===== config.mk =====
export PLATFORM = sky130hd
export DESIGN_NAME = dot8_acc
export DESIGN_NICKNAME = d
export VERILOG_FILES = /design/src/rtl/dot8_acc.sv
export SDC_FILE = /design/constraint.sdc
export NUM_CORES = 2
export LEC_CHECK = 0
export BUFFER_PORTS_ARGS = -buffer_cell sky130_fd_sc_hd__buf_2
export CAP_MARGIN = 20
export CORE_ASPECT_RATIO = 0.8
export CORE_MARGIN = 8
export CORE_UTILIZATION = 61
export DETAILED_ROUTE_END_ITERATION = 10
export GPL_ROUTABILITY_DRIVEN = 0
export HOLD_SLACK_MARGIN = 0.08
export MAX_ROUTING_LAYER = met4
export PLACE_DENSITY = 0.91
export SYNTH_ARGS = -nofsm -noshare
export SYNTH_HDL_FRONTEND = slang
export SYNTH_SLANG_ARGS = --single-unit

===== constraint.sdc =====
create_clock -name clk -period 14.25 [get_ports clk]
set_clock_uncertainty 0.15 [all_clocks]
set_input_delay 2.1375 -clock clk [delete_from_list [all_inputs] [get_ports clk]]
set_output_delay 2.1375 -clock clk [all_outputs]
set_load 0.01 [all_outputs]

===== src/rtl/dot8_acc.sv =====
// dot8_acc: one processing row of the matrix-vector datapath.
// It reads 64-bit FIFO words as LANES signed lanes and multiplies each lane
// by the matching lane of a weight word captured at job start. The products
// are accumulated over len words, and the final sum is returned through a
// valid/ready handshake.
//
// Ports:
//   clk, rst           single clock; synchronous active-high reset
//   start, len, w_data job request (sampled only in IDLE), word count, weights
//   in_vld, in_data    upstream word stream (FIFO q)
//   in_rdy             word accepted when in_vld & in_rdy (drives FIFO en)
//   res_vld, res       accumulated dot product, held until res_rdy
//   res_rdy            downstream accepts the result
//   busy               high whenever the row is not IDLE
//
// Build option: define DOT8_SAT_EN to make the accumulate saturate at the
// signed ACC_BITS bounds instead of wrapping. Timing is identical either way.
module dot8_acc #(
  parameter int LANES     = 8,
  parameter int LANE_BITS = 8,
  parameter int ACC_BITS  = 32,
  parameter int LEN_BITS  = 8
) (
  input  logic                              clk,
  input  logic                              rst,
  input  logic                              start,
  input  logic [LEN_BITS-1:0]               len,
  input  logic [LANES*LANE_BITS-1:0]        w_data,
  input  logic                              in_vld,
  input  logic [LANES*LANE_BITS-1:0]        in_data,
  output logic                              in_rdy,
  output logic                              res_vld,
  output logic signed [ACC_BITS-1:0]        res,
  input  logic                              res_rdy,
  output logic                              busy
);

  localparam int PROD_W = 2 * LANE_BITS;
  localparam int SUM_W  = PROD_W + $clog2(LANES);
  localparam int EXT_W  = ((ACC_BITS > SUM_W) ? ACC_BITS : SUM_W) + 1;

  typedef enum logic [1:0] {IDLE, ACCUM, DRAIN, DONE} state_t;

  state_t                          state, state_nxt;
  logic [LEN_BITS-1:0]             remaining;
  logic [LANES*LANE_BITS-1:0]      w_reg;
  logic                            accept;
  logic                            start_job;
  logic                            last_word;
  logic signed [PROD_W-1:0]        prod_c  [LANES];
  logic signed [PROD_W-1:0]        prod_p1 [LANES];
  logic                            vld_p1;
  logic signed [SUM_W-1:0]         sum_p1;

  // Signed lane multiply; both operands are widened first so the product
  // is formed at full precision.
  function automatic logic signed [PROD_W-1:0] lane_mul(
    input logic signed [LANE_BITS-1:0] a,
    input logic signed [LANE_BITS-1:0] b
  );
    logic signed [PROD_W-1:0] ae;
    logic signed [PROD_W-1:0] be;
    ae = {{LANE_BITS{a[LANE_BITS-1]}}, a};
    be = {{LANE_BITS{b[LANE_BITS-1]}}, b};
    return ae * be;
  endfunction

  // Accumulate step. The add is done one bit wider than either operand, so
  // the saturating build can see the true sum before it clamps.
  function automatic logic signed [ACC_BITS-1:0] acc_add(
    input logic signed [ACC_BITS-1:0] acc,
    input logic signed [SUM_W-1:0]    term
  );
    logic signed [EXT_W-1:0] ae;
    logic signed [EXT_W-1:0] te;
    logic signed [EXT_W-1:0] s;
`ifdef DOT8_SAT_EN
    logic signed [EXT_W-1:0] sat_max;
    logic signed [EXT_W-1:0] sat_min;
`else
    logic                    unused_hi;
`endif
    ae = {{(EXT_W-ACC_BITS){acc[ACC_BITS-1]}}, acc};
    te = {{(EXT_W-SUM_W){term[SUM_W-1]}}, term};
    s  = ae + te;
`ifdef DOT8_SAT_EN
    sat_max = {{(EXT_W-ACC_BITS+1){1'b0}}, {(ACC_BITS-1){1'b1}}};
    sat_min = {{(EXT_W-ACC_BITS+1){1'b1}}, {(ACC_BITS-1){1'b0}}};
    if (s > sat_max) begin
      return sat_max[ACC_BITS-1:0];
    end else if (s < sat_min) begin
      return sat_min[ACC_BITS-1:0];
    end
    return s[ACC_BITS-1:0];
`else
    unused_hi = ^s[EXT_W-1:ACC_BITS];
    return s[ACC_BITS-1:0];
`endif
  endfunction

  // Control FSM: state register
  always_ff @(posedge clk) begin
    if (rst) begin
      state <= IDLE;
    end else begin
      state <= state_nxt;
    end
  end

  // Control FSM: next state and handshake outputs
  always_comb begin
    state_nxt = state;
    in_rdy    = 1'b0;
    res_vld   = 1'b0;
    busy      = 1'b1;
    case (state)
      IDLE: begin
        busy = 1'b0;
        if (start) begin
          state_nxt = (len == '0) ? DONE : ACCUM;
        end
      end
      ACCUM: begin
        in_rdy = 1'b1;
        if (in_vld && (remaining == LEN_BITS'(1))) begin
          state_nxt = DRAIN;
        end
      end
      DRAIN: begin
        state_nxt = DONE;
      end
      DONE: begin
        res_vld = 1'b1;
        if (res_rdy) begin
          state_nxt = IDLE;
        end
      end
      default: begin
        state_nxt = IDLE;
      end
    endcase
  end

  assign accept    = in_vld & in_rdy;
  assign start_job = (state == IDLE) & start;
  assign last_word = accept & (remaining == LEN_BITS'(1));

  always_ff @(posedge clk) begin
    if (rst) begin
      remaining <= '0;
    end else if (start_job) begin
      remaining <= len;
    end else if (accept) begin
      remaining <= remaining - LEN_BITS'(1);
    end
  end

  always_ff @(posedge clk) begin
    if (start_job) begin
      w_reg <= w_data;
    end
  end

  always_comb begin
    for (int i = 0; i < LANES; i++) begin
      prod_c[i] = lane_mul(w_reg[i*LANE_BITS +: LANE_BITS],
                           in_data[i*LANE_BITS +: LANE_BITS]);
    end
  end

  // Stage 1: lane products of the accepted word
  always_ff @(posedge clk) begin
    if (rst) begin
      vld_p1 <= 1'b0;
      for (int i = 0; i < LANES; i++) begin
        prod_p1[i] <= '0;
      end
    end else begin
      vld_p1 <= accept;
      if (accept) begin
        for (int i = 0; i < LANES; i++) begin
          prod_p1[i] <= prod_c[i];
        end
      end
    end
  end

  always_comb begin
    sum_p1 = '0;
    for (int i = 0; i < LANES; i++) begin
      sum_p1 = sum_p1 + {{(SUM_W-PROD_W){prod_p1[i][PROD_W-1]}}, prod_p1[i]};
    end
  end

  // Stage 2: lane sum folded into the accumulator
  always_ff @(posedge clk) begin
    if (rst) begin
      res <= '0;
    end else if (start_job) begin
      res <= '0;
    end else if (vld_p1) begin
      res <= acc_add(res, sum_p1);
    end
  end

  // The final word has been counted in the FSM compare; keep last_word for
  // readability of the accept path.
  logic unused_last;
  assign unused_last = last_word;

endmodule


==> summary.md <==
| Metric | Value |
|---|---|
| Worst-path clk slew | `60 ps` |
| Critical Path Start | `prod_p1[0][51]$_SDFFCE_PN0P_` |
| Part of the Yosys area used for sequential elements | `20.49%` |
| ANT cells | `0` |
| Critical Path RT | `14550 ps` |
| Area growth, synth to finish | `7.841%` |
| PortBufs | `175` |
| CTS resizes | `0` |
| Final Max Slew Viols | `0` |
| XOR/XNOR Fraction of Synth Area | `4.061%` |
| Fin. Hold Viols | `0` |
| M2 GR Usage | `40.18%` |
| Crit path launch type | `flip-flop` |
| Synth top area share | `33.42%` |
| Initial DRT Pass Iterations | `8` |
| Clock Tree Root | `clkbuf_16` |
| Wire length of the first global-routing pass | `122300 µm` |
| Synth Area in Simple Gates | `14.49%` |
| Full die area | `0.06070 mm²` |
| Measured slew at the worst slew-check pin | `920.4 ps` |
| Max reg flops | `128` |
| Initial core utilization | `61.66%` |
| Setup Fix Bufs, Post-CTS | `0` |
| CTS Sinks | `235` |
| Most numerous cell in the Yosys netlist | `inv_1` |
| Syn Area/Cell | `10.02 µm²` |
| FMAX | `142.1 MHz` |
| IO Pins | `176` |
| CORE AREA | `0.05246 mm²` |
| Critical Path End Type | `flip-flop` |
| DR WL/cell | `17.58 µm` |
| Synth top area cells | `fa_1 (33%), edfxtp_1 (18%), ha_1 (11%)` |
| CTS Hold Bufs | `0` |
| Async set-reset flop share out of synthesis | `0%` |
| Post-synth EDFFs | `192` |
| WS Path Type | `reg2reg` |
| Die Y-Extent | `222.0 µm` |
| Setup TNS | `0 ps` |
| Total congestion overflow | `0` |
| Routed Antenna Nets | `0` |
| Synth cell count leaders | `inv_1 (755), fa_1 (540), and2_1 (334)` |
| All-layer global routing usage | `25.09%` |
| DRC | `0` |
| Pin count of the biggest net entering global routing | `77` |
| RR Startpoint | `prod_p1[0][51]$_SDFFCE_PN0P_` |
| Antenna violations before repair | `0` |
| Max incr delay on CP | `560 ps` |
| Global-route track usage on met1 | `33.56%` |
| Number of synthesized register bits | `235` |
| RSZ-0062 raised after global routing | `false` |
| Critical path's slowest cell | `fa_1` |
| Worst Path Max Fanout | `7` |
| Final worst-path cycle share | `49.40%` |
| Die X | `273.5 µm` |
| Min cycle time layout | `7039 ps` |
| Final setup viols | `0` |
| Unique masters post-synth | `72` |
| Type of the most critical hold path | `reg2reg` |
| Max Root-Sink Buffers | `3` |
| Syn. warnings | `0` |
| Vias | `22700` |
| Area leader, netlist | `fa_1` |
| Share of layout cells above drive strength 1 | `7.155%` |
| CTS buffer count | `28` |
| Row Count | `75` |
| CP top delay family | `compound AO/OA/AOI/OAI gates` |
| Initial DRC count | `1975` |
| Post-Synth Adder-Cell Area | `44.71%` |
| H-tree Lvls | `1` |
| Number of fillers in the final layout | `3740` |
| Clock Latency Late Sink | `580 ps` |
| DP HPWL | `59550 µm` |
| Synth Area in Compound Gates | `6.367%` |
| Max Cap Violations | `0` |
| HP Start | `res[27]$_SDFFE_PP0P_` |
| Met3 global-route usage | `3.589%` |
| Final nets | `4377` |
| Slew margin rel. | `38.64%` |
| Worst EP arrival | `7340 ps` |
| DR vias/cell | `5.513` |
| Buf+Inv Stages, Crit Path | `4` |
| Largest family of logic cells by synthesized area | `adder cells` |
| Syn_nets | `4201` |
| Gate Count Post-Synth | `3228` |
| Status | `finished, final reports clean` |
| TritonCTS clock tree | `done` |
| Top FF cell, synth | `edfxtp_1` |
| Vias in the first global route | `24610` |
| Fraction of synthesized area in multiplexers | `0.6885%` |
| WL final | `72370 µm` |
| Synth Cell Area | `0.03235 mm²` |
| GRT Max-Usage Layer | `met2` |
==> kinds of logic (layout without fill, tap and decap cells) <==
kind of cell	count (synthesis)	count (layout)
buf+inv	792	988
compound gates	307	307
fa+ha+maj	832	832
simple gates	890	890
xor+xnor	150	150
mux	22	22
flops	235	235
==> cell usage in the layout (no fill, tap or decap), types with 5 or more instances in the layout <==
cell type / count
inv_1: 754
fa_1: 540
and2_1: 334
ha_1: 292
nand2_1: 208
edfxtp_1: 192
buf_2: 175
nor2_1: 135
xnor2_1: 110
a21oi_1: 71
o21ai_0: 64
nand2b_1: 58
a21o_1: 53
dfxtp_1: 43
nor3_1: 40
xor2_1: 40
nor2b_1: 34
clkbuf_16: 29
mux2i_1: 20
and3_1: 16
a21boi_0: 15
nand3_1: 13
a211oi_1: 12
o21bai_1: 11
o211ai_1: 10
nand3b_1: 9
nor3b_1: 9
or3_1: 8
a31oi_1: 8
a41oi_1: 8
o21a_1: 7
nand4_1: 7
buf_4: 7
a311oi_1: 5
a221o_1: 5
clkinvlp_4: 5
clkinv_4: 5
==> final timing paths <==
check                    endpoint  slack [ps]  cells past startpoint
max          res[30]$_SDFFE_PP0P_        7210                     25
min          res[27]$_SDFFE_PP0P_         340                      2
max reg2reg  res[30]$_SDFFE_PP0P_        7210                     25
min reg2reg  res[27]$_SDFFE_PP0P_         340                      2
==> final cells by class <==
| type | count | area [µm²] | area share [%] |
|---|---|---|---|
| multi-input cells | 2201 | 22750 | 65.23 |
| repair buffers | 183 | 939.7 | 2.694 |
| inverters | 755 | 2835 | 8.128 |
| clock inverters | 19 | 128.9 | 0.3694 |
| clock buffers | 31 | 733.2 | 2.102 |
| flip-flops and latches | 235 | 6626 | 19.00 |
| well taps | 693 | 867.1 | 2.486 |
==> metrics by stage <==
stage | cells | setup slack (ps) | cell area [µm²] | utilization, % | hold WS [ps]
floorplan | 3228 | 7753 | 32350 | - | 336.7
global placement | 4066 | 7221 | 34010 | 64.83 | 318.4
detailed placement | 4066 | 6972 | 34010 | 64.83 | 328.3
CTS | 4116 | 6955 | 34870 | 66.48 | 337.0
global route | 4117 | 6739 | 34880 | 66.50 | 371.5
finish | 4117 | 7211 | 34880 | 66.50 | 338.6
==> tightest hold or removal path, cell delays in order (launching register included) <==
cell and delay (ps):
dfxtp_1 320, nand2_1 50, o21ai_0 60
==> routing by layer <==
layer  wire length, µm  part of all wire, %  up-vias
met2             34050                   47      948
li1                  -                    -    10390
met5                 0                    0        -
met1             30860                   43    11210
met3              5252                  7.3      150
met4              2215                  3.1        0
Power is not shown: default switching activity piles up to over one toggle a cycle in this logic, so the estimate is an artifact.
